File: config.mk
export PLATFORM = sky130hd
export DESIGN_NAME = encoder_8to3_scan
export DESIGN_NICKNAME = d
export VERILOG_FILES = /design/src/rtl/encoder_pkg.sv /design/src/rtl/lowest_bit_enc.sv /design/src/rtl/encoder_8to3_scan.sv
export SDC_FILE = /design/constraint.sdc
export NUM_CORES = 1
export LEC_CHECK = 0
export CORE_MARGIN = 2
export CORE_UTILIZATION = 45
export DETAILED_ROUTE_END_ITERATION = 8
export PLACE_DENSITY = 0.86
export RECOVER_POWER = 50
export SYNTH_ARGS = -nofsm -noshare
export SYNTH_HDL_FRONTEND = slang
export SYNTH_HIERARCHICAL = 1
export SYNTH_SLANG_ARGS = --single-unit
File: constraint.sdc
create_clock -name clk -period 2.6 [get_ports clk]
set_clock_uncertainty 0.2 [all_clocks]
set_input_delay 0.52 -clock clk [delete_from_list [all_inputs] [get_ports clk]]
set_output_delay 0.52 -clock clk [all_outputs]
set_load 0.01 [all_outputs]
File: src/rtl/encoder_pkg.sv
// Shared constants, state type and reference helper for the sequential 8-to-3 encoder.
// The package constants N and W are the defaults for the encoder's parameters.
package encoder_pkg;

    parameter int unsigned N = 8;
    parameter int unsigned W = 3;

    typedef enum logic [0:0] {
        IDLE,
        SCAN
    } state_e;

    // Index of the lowest set bit; returns 0 for an all-zero vector.
    function automatic logic [W-1:0] lowest_set_index(input logic [N-1:0] vec);
        logic [W-1:0] idx;
        idx = '0;
        for (int i = int'(N) - 1; i >= 0; i--) begin
            if (vec[i]) begin
                idx = W'(i);
            end
        end
        return idx;
    endfunction

endpackage

File: src/rtl/lowest_bit_enc.sv
// Combinational priority encoder: index of the lowest set bit of vec_i,
// plus flags for "any bit set" and "exactly one bit set".
module lowest_bit_enc #(
    parameter int unsigned N = 8,
    parameter int unsigned W = 3
) (
    input  logic [N-1:0] vec_i,
    output logic [W-1:0] idx_o,
    output logic         found_o,
    output logic         single_o
);

    logic [N-1:0] rest;

    always_comb begin
        idx_o   = '0;
        found_o = 1'b0;
        // Walk from the top so the lowest set bit is the one that sticks.
        for (int i = int'(N) - 1; i >= 0; i--) begin
            if (vec_i[i]) begin
                idx_o   = W'(i);
                found_o = 1'b1;
            end
        end
    end

    // Clearing the lowest set bit leaves zero exactly when popcount is one.
    assign rest     = vec_i & (vec_i - 1'b1);
    assign single_o = found_o && (rest == '0);

endmodule

File: src/rtl/encoder_8to3_scan.sv
// Sequential 8-to-3 encoder: accepts a request vector and emits the index of
// every set bit, lowest first, one per output handshake, flagging the final one.
module encoder_8to3_scan
    import encoder_pkg::*;
#(
    parameter int unsigned N = encoder_pkg::N,
    parameter int unsigned W = encoder_pkg::W
) (
    input  logic         clk,
    input  logic         rst_n,
    input  logic         in_valid,
    output logic         in_ready,
    input  logic [N-1:0] d,
    output logic         out_valid,
    input  logic         out_ready,
    output logic [W-1:0] y,
    output logic         last,
    output logic         zero,
    output logic         busy
);

    state_e       state_q, state_d;
    logic [N-1:0] pending_q, pending_d;
    logic         zero_q, zero_d;

    logic [W-1:0] low_idx;
    logic         low_found;
    logic         low_single;

    logic         accept;
    logic         handshake;

    lowest_bit_enc #(
        .N (N),
        .W (W)
    ) u_lowest_bit_enc (
        .vec_i    (pending_q),
        .idx_o    (low_idx),
        .found_o  (low_found),
        .single_o (low_single)
    );

    assign in_ready  = (state_q == IDLE);
    assign out_valid = (state_q == SCAN);
    assign busy      = out_valid;
    assign zero      = zero_q;

    // Index outputs follow pending directly; forced to zero outside a scan.
    assign y    = (out_valid && low_found) ? low_idx : '0;
    assign last = out_valid && low_single;

    assign accept    = in_valid && in_ready;
    assign handshake = out_valid && out_ready;

    always_comb begin
        state_d   = state_q;
        pending_d = pending_q;
        zero_d    = 1'b0;

        unique case (state_q)
            IDLE: begin
                if (accept) begin
                    if (d != '0) begin
                        pending_d = d;
                        state_d   = SCAN;
                    end else begin
                        zero_d = 1'b1;
                    end
                end
            end
            SCAN: begin
                // New vectors on d are ignored here; in_ready is low.
                if (handshake) begin
                    pending_d = pending_q & (pending_q - 1'b1);
                    if (low_single) begin
                        state_d = IDLE;
                    end
                end
            end
            default: begin
                state_d   = IDLE;
                pending_d = '0;
            end
        endcase
    end

    always_ff @(posedge clk or negedge rst_n) begin
        if (!rst_n) begin
            state_q   <= IDLE;
            pending_q <= '0;
            zero_q    <= 1'b0;
        end else begin
            state_q   <= state_d;
            pending_q <= pending_d;
            zero_q    <= zero_d;
        end
    end

endmodule

==> results of run 1 <==
==> through the flow <==
step | TNS (ps) | power (W) | utilization
after floorplan | 0 | 0.000820 | -
after global placement | 0 | 0.00113 | 0.634
after detailed placement | -40.3 | 0.00115 | 0.634
after CTS | 0 | 0.00135 | 0.684
after global routing | -139 | 0.00156 | 0.717
final | 0 | 0.00145 | 0.717
==> Yosys cell counts <==
| cell type | n |
|---|---|
| nand2_1 | 16 |
| and2_1 | 1 |
| and3_1 | 4 |
| nor4_1 | 3 |
| o41ai_2 | 1 |
| nor4_2 | 2 |
| o221ai_1 | 1 |
| nand3_1 | 2 |
| nand4_1 | 4 |
| o21ai_0 | 5 |
| nor2_1 | 3 |
| a21o_1 | 1 |
| xnor2_1 | 1 |
| inv_1 | 3 |
| buf_4 | 1 |
| o311ai_2 | 1 |
| buf_2 | 1 |
| nor3_1 | 4 |
| o22a_1 | 1 |
| a211oi_1 | 1 |
| clkbuf_1 | 2 |
| or4_4 | 1 |
| a21oi_1 | 2 |
| dfrtp_1 | 10 |
| o31ai_1 | 1 |
| maj3_1 | 1 |
| nand2b_1 | 4 |
| nor2b_1 | 2 |
| nor4_4 | 1 |
| o41ai_1 | 1 |
| a21oi_2 | 1 |
| o21bai_1 | 1 |
| o211ai_1 | 2 |
==> per-layer routing <==
metal,wire length [µm],vias up
li1,-,382
met1,801,383
met5,0,-
met3,113,10
met2,1060,39
met4,59,0
==> area by class of cell <==
cell class	instances	area, µm²	share of cell area
Clock buffer	4	36.3	0.0336
Inverter	3	11.3	0.0104
Multi-Input combinational cell	68	465	0.431
Sequential cell	10	254	0.235
Tap cell	16	20.0	0.0185
Timing Repair Buffer	32	293	0.271
==> cells in the final DEF, fill, tap and decap left out, drive strengths merged <==
cell type and n:
maj3 1, o21ai 5, nor3 4, o21bai 1, clkdlybuf4s50 14, o311ai 1, nand2b 4, dlygate4sd3 2
a211oi 1, buf 14, nor2b 2, o22a 1, clkbuf 4, o221ai 1, xnor2 1, and2 1
o41ai 2, a21oi 3, nand2 16, o211ai 2, dlygate4sd2 2, dfrtp 10, inv 3, nand4 4
nor2 3, and3 4, a21o 1, nor4 6, or4 1, nand3 2, o31ai 1
==> cell families (layout without fill, tap and decap cells) <==
family                     Yosys count  in the layout
DFF                                 10             10
AOI/OAI and AO/OA                   19             19
and+or+nand+nor                     47             47
adders and majority gates            1              1
buffers and inverters                7             39
xor gates and xnor gates             1              1
==> worst paths after layout <==
kind,cells past startpoint,to,slack [ps]
min in group clk,1,busy,500
min reg2reg,1,busy,500
max,4,y[1],20
max in group asynchronous,1,pending_q[4],1410
min,1,zero,430
max reg2reg,5,pending_q[6],620
==> flip-flops by register name, summed over array words and instances, names as in the netlist <==
signal     count
busy           1
zero           1
pending_q      8
==> what timing repair did <==
item | CTS | global route
setup endpoints to repair | 4 | 2
buffers inserted | 5 | 2
hold buffers | 0 | 0
pin swaps | 1 | 1
resized for setup | 10 | 3
==> critical path, cell delays in order (launching register included) <==
cell,delay [ps]
dfrtp_2,490
nor4_4,330
nand2_1,120
and3_1,170
clkdlybuf4s50_1,470
==> power by group <==
| group | internal, W | total, W | switching [W] | leakage (nW) |
|---|---|---|---|---|
| Sequential | 0.000224 | 0.000335 | 0.000111 | 0.124 |
| Combinational | 0.000530 | 0.000976 | 0.000446 | 0.316 |
| Clock | 0.0000851 | 0.000144 | 0.0000590 | 0.0210 |
==> metrics.yaml, run 1 <==
outcome:
  outcome: "finished clean"
hold_path:
  hold_path.class: "primary input to asynchronous set/reset pin"
place:
  io_buffer_count: 19
  placed_cell_area_um2: 955
  dpl.hpwl_um: 1400
  place.gp.congestion: 0.876
  dpl_worst_slack_ps: -40.3
  dpl.cell_count: 122
die:
  die_height_um: 44.0
  die-width_um: 44.0
  initial_core_util: 0.478
  fp.dieArea_mm2: 0.00193
  pin_count: 20
  core-area_mm2: 0.00151
  std_cell_rows: 14
grt:
  top_usage_layer: "met2"
  grt_max_degree: 13
  track_usage: 0.242
  met1_usage: 0.297
  grt_pass1_wl_um: 3370
  grt_util_met2: 0.412
  met3_usage: 0.0500
  grt_overflow: 0
  antenna_found_initial: 0
  grt_pass1_vias: 746
sta:
  fmax_ghz: 0.387
  whs_ps: 427
  worst_pin_slew_ps: 552
  drv_slew: 0
  fin_ws_ps: 18.9
  finalCritPeriodShare: 0.993
  max_slew_margin: 0.631
  period_needed_ps: 2580
  rsz0062_at_grt: "true"
  finalHoldViolCount: 0
  setup_viol: 0
synth:
  muxShareOfSynthArea: 0
  ys_seq_elements: 10
  synth_area_um2: 719
  synthSimpleGateAreaFrac: 0.377
  synth_area_per_cell_um2: 8.46
  synth.distinct_cells: 33
  synthesis.nets: 97
  synth_top_family_by_area: "simple AND/OR/NAND/NOR gates"
  synth_seq_area_share: 0.348
  synth_xor_xnor_area_share: 0.0122
  post-synth-top-area-fraction: 0.348
  synthAdderAreaFrac: 0.0139
  netlist_instances: 85
  yosys_warnings: 6
  synth_top_area_cell: "dfrtp_1"
  synth.area.top_cells: "dfrtp_1 35%, nand2_1 8.3%, and3_1 3.5%"
  synth_compound_gate_area_share: 0.205
clock_network:
  cts_buffers: 3
  clock_path_buffers: 2
  clk_pin_slew_ps: 80
  tritoncts: "done"
  clkLatencyLatePin_ps: 270
  clock-sinks: 10
  cts_root_buf: "clkbuf_4"
  htree_levels: 1
cells_and_area:
  n_antenna_cell: 0
  area_growth_pct: 50.1
  design_area_mm2: 0.00108
  nets: 130
  layout-drive-gt1-share: 0.265
  fillers: 122
  stdcell_count: 133
power_and_ir_drop:
  p_leak_nw: 0.460
  irDropWorstVdd_uv: 637
  p_per_area_mw_per_mm2: 1350
critical_path:
  cp.required_ps: 1880
  path_class: "register to output pin"
  startpoint_type: "register"
  cp-startpoint: "pending_q[7]"
  reg2reg_from: "pending_q[0]"
  end_kind: "output pin"
  crit_path_max_fanout: 8
  arrival_ps: 1860
detailed_routing:
  wire_per_inst_um: 15.3
  route.vias.total: 814
  drt_iter0_markers: 31
  antenna_left: 0
  drc_errors: 0
  via_per_inst: 6.12
  wl_um: 2030
  firstDrtPassIters: 5
job:
  cap_violations: 0
Power figures use the tool's default switching activity.
==> run 2, diff against run 1 <==
--- a/config.mk
+++ b/config.mk
@@ -7,6 +7,7 @@
 export LEC_CHECK = 0
 export CORE_MARGIN = 2
 export CORE_UTILIZATION = 45
+export CTS_CLUSTER_SIZE = 20
 export DETAILED_ROUTE_END_ITERATION = 8
 export PLACE_DENSITY = 0.86
 export RECOVER_POWER = 50
==> results of run 2 <==
Same layout as run 1: the final DEF is identical, and so are final timing and power.
==> run 3, diff against run 2 <==
==> constraint.sdc (replaced) <==
create_clock -name clk -period 2.6 [get_ports clk]
set_clock_uncertainty 0.2 [all_clocks]
set_input_delay 0.52 -clock clk [delete_from_list [all_inputs] [get_ports clk]]
set_output_delay 0.52 -clock clk [all_outputs]
set_load 0.005 [all_outputs]
==> run 3 against run 2 <==
Effect of this change:
- power is 5.3% lower
- die area stayed put
- setup slack worse by 0.65 ps
- clock-buffer cell count stayed put
- cell count is 0.75% higher
- hold slack better by 18 ps
- via count is 3.1% lower
- core utilization is 2.2 points lower
- final area is 3.0% lower
- largest power group unchanged
==> metrics.yaml, run 3 (synthesis gave the netlist of run 1 again) <==
clock_network:
  clk_pin_slew_ps: 70  # about the same
  clkLatencyLatePin_ps: 260  # about the same
  cts_root_buf: "clkbuf_4"
  clock_path_buffers: 2  # unchanged
  hold_buffers: 0  # unchanged
  cts_buffers: 3  # unchanged
  clock-sinks: 10  # unchanged
  tritoncts: "done"
  htree_levels: 1  # unchanged
die:
  initial_core_util: 0.478  # unchanged
  die-width_um: 44.0  # unchanged
  core-area_mm2: 0.00151  # unchanged
  pin_count: 20  # unchanged
  die_height_um: 44.0  # unchanged
  fp.dieArea_mm2: 0.00193  # unchanged
  std_cell_rows: 14  # unchanged
sta:
  worst_pin_slew_ps: 786  # +234 ps
  max_slew_margin: 0.471  # -0.160
  period_needed_ps: 2580  # +0.647 ps
  finalCritPeriodShare: 0.993  # about the same
  rsz0062_at_grt: "true"
  fin_ws_ps: 18.2  # -0.647 ps
  setup_viol: 0  # unchanged
  fmax_ghz: 0.387  # about the same
  drv_slew: 0  # unchanged
  finalHoldViolCount: 0  # unchanged
critical_path:
  startpoint_type: "register"
  end_kind: "output pin"
  cp.required_ps: 1880  # about the same
  r2r_end: "busy"
  arrival_ps: 1860  # about the same
  rrSetupSlack_ps: 500  # -120 ps
  reg2reg_from: "pending_q[3]"
  crit_path_max_fanout: 4  # -4
  r2r_cells: 8  # +3
  path_class: "register to output pin"
cells_and_area:
  area_growth_pct: 45.6
  utilization: 0.695  # -0.0216
  n_antenna_cell: 0  # unchanged
  stdcell_count: 134  # +0.75%
  regMostFlops: "pending_q"
  largest_reg_flops: 8  # unchanged
  most-common-layout-cells: "16 x nand2_1, 14 x buf_4, 13 x clkdlybuf4s50_1"
  layout-drive-gt1-share: 0.246  # -0.0192
  nets: 131  # +0.77%
  multi_input_area_um2: 438  # -5.9%
  design_area_mm2: 0.00105  # -3.0%
  seqCellArea_um2: 254  # unchanged
  mostFrequentLayoutCell: "nand2_1"
  fillers: 121  # -0.82%
detailed_routing:
  drc_errors: 0  # unchanged
  route.vias.total: 789  # -3.1%
  drt_iter0_markers: 27  # -13%
  antenna_left: 0  # unchanged
  wire_per_inst_um: 15.0  # -1.8%
  firstDrtPassIters: 4  # -1
  via_per_inst: 5.89  # -3.8%
  wl_um: 2010  # -1.1%
power_and_ir_drop:
  p_per_area_mw_per_mm2: 1320  # -2.3%
  p_leak_nw: 0.457  # -0.66%
  irDropWorstVdd_uv: 664  # +4.3%
outcome:
  outcome: "finished clean"
grt:
  grt_pass1_vias: 737  # -1.2%
  grt_pass1_wl_um: 3290  # -2.3%
  grt_max_degree: 13  # unchanged
  antenna_found_initial: 0  # unchanged
  grt_overflow: 0  # unchanged
  track_usage: 0.227  # -0.0148
job:
  cap_violations: 0  # unchanged
hold_path:
  hold_path.class: "primary input to asynchronous set/reset pin"
place:
  dpl.hpwl_um: 1360  # -2.7%
  dpl.cell_count: 122  # unchanged
  dpl_worst_slack_ps: -2.26  # +38.0 ps
  place.gp.congestion: 0.875  # about the same
  placed_cell_area_um2: 955  # unchanged
  io_buffer_count: 19  # unchanged
## run 3: timing repair
action                                  CTS  global route
resized for setup                        11             1
buffers inserted                          5             3
endpoints found under the setup margin    4             1
endpoints found under the hold margin     0             0
pin swaps                                 3             2
## run 3: worst max path at each step
stage | start | end | cells past startpoint
2_1_floorplan | pending_q[1] | last | 5
3_3_place_gp | pending_q[3] | last | 6
3_5_place_dp | pending_q[3] | last | 6
4_1_cts | pending_q[0] | last | 6
5_1_grt | pending_q[3] | last | 6
6_report | pending_q[3] | last | 6
## run 3: final cells by class
cell class,count,area share
Clock buffer,4,0.0346
Inverter,3,0.0108
Multi-Input combinational cell,68,0.418
Sequential cell,10,0.243
Tap cell,16,0.0191
Timing Repair Buffer,33,0.275
## run 3: routing by layer
layer  GRT usage  vias to the layer above  routed length [µm]
li1            -                      383                   -
met5           0                        -                   0
met2       0.388                       32                1050
met1       0.294                      372                 851
met3      0.0500                        2                  92
met4      0.0485                        0                  14
## run 3: worst max-delay path: stages (launching register included)
cell	delay (ps)
dfrtp_1	410
nor4_4	380
xnor2_1	130
o41ai_2	280
o22a_1	170
and2_1	120
buf_2	110
## run 3: power by group
group | internal (W) | leakage (nW) | switching, W
clock | 0.0000850 | 0.0210 | 0.0000565
combinational | 0.000505 | 0.313 | 0.000398
sequential | 0.000224 | 0.124 | 0.000110
total | 0.000813 | 0.457 | 0.000565
## run 3: through the flow
step / hold slack (ps) / setup TNS [ps] / power [W]
final: 445 / 0 / 0.00138
after global routing: 480 / -87.7 / 0.00148
after CTS: 382 / 0 / 0.00130
after detailed placement: 469 / -2.26 / 0.00112
after global placement: 456 / 0 / 0.00109
after floorplan: 24.4 / 0 / 0.000789
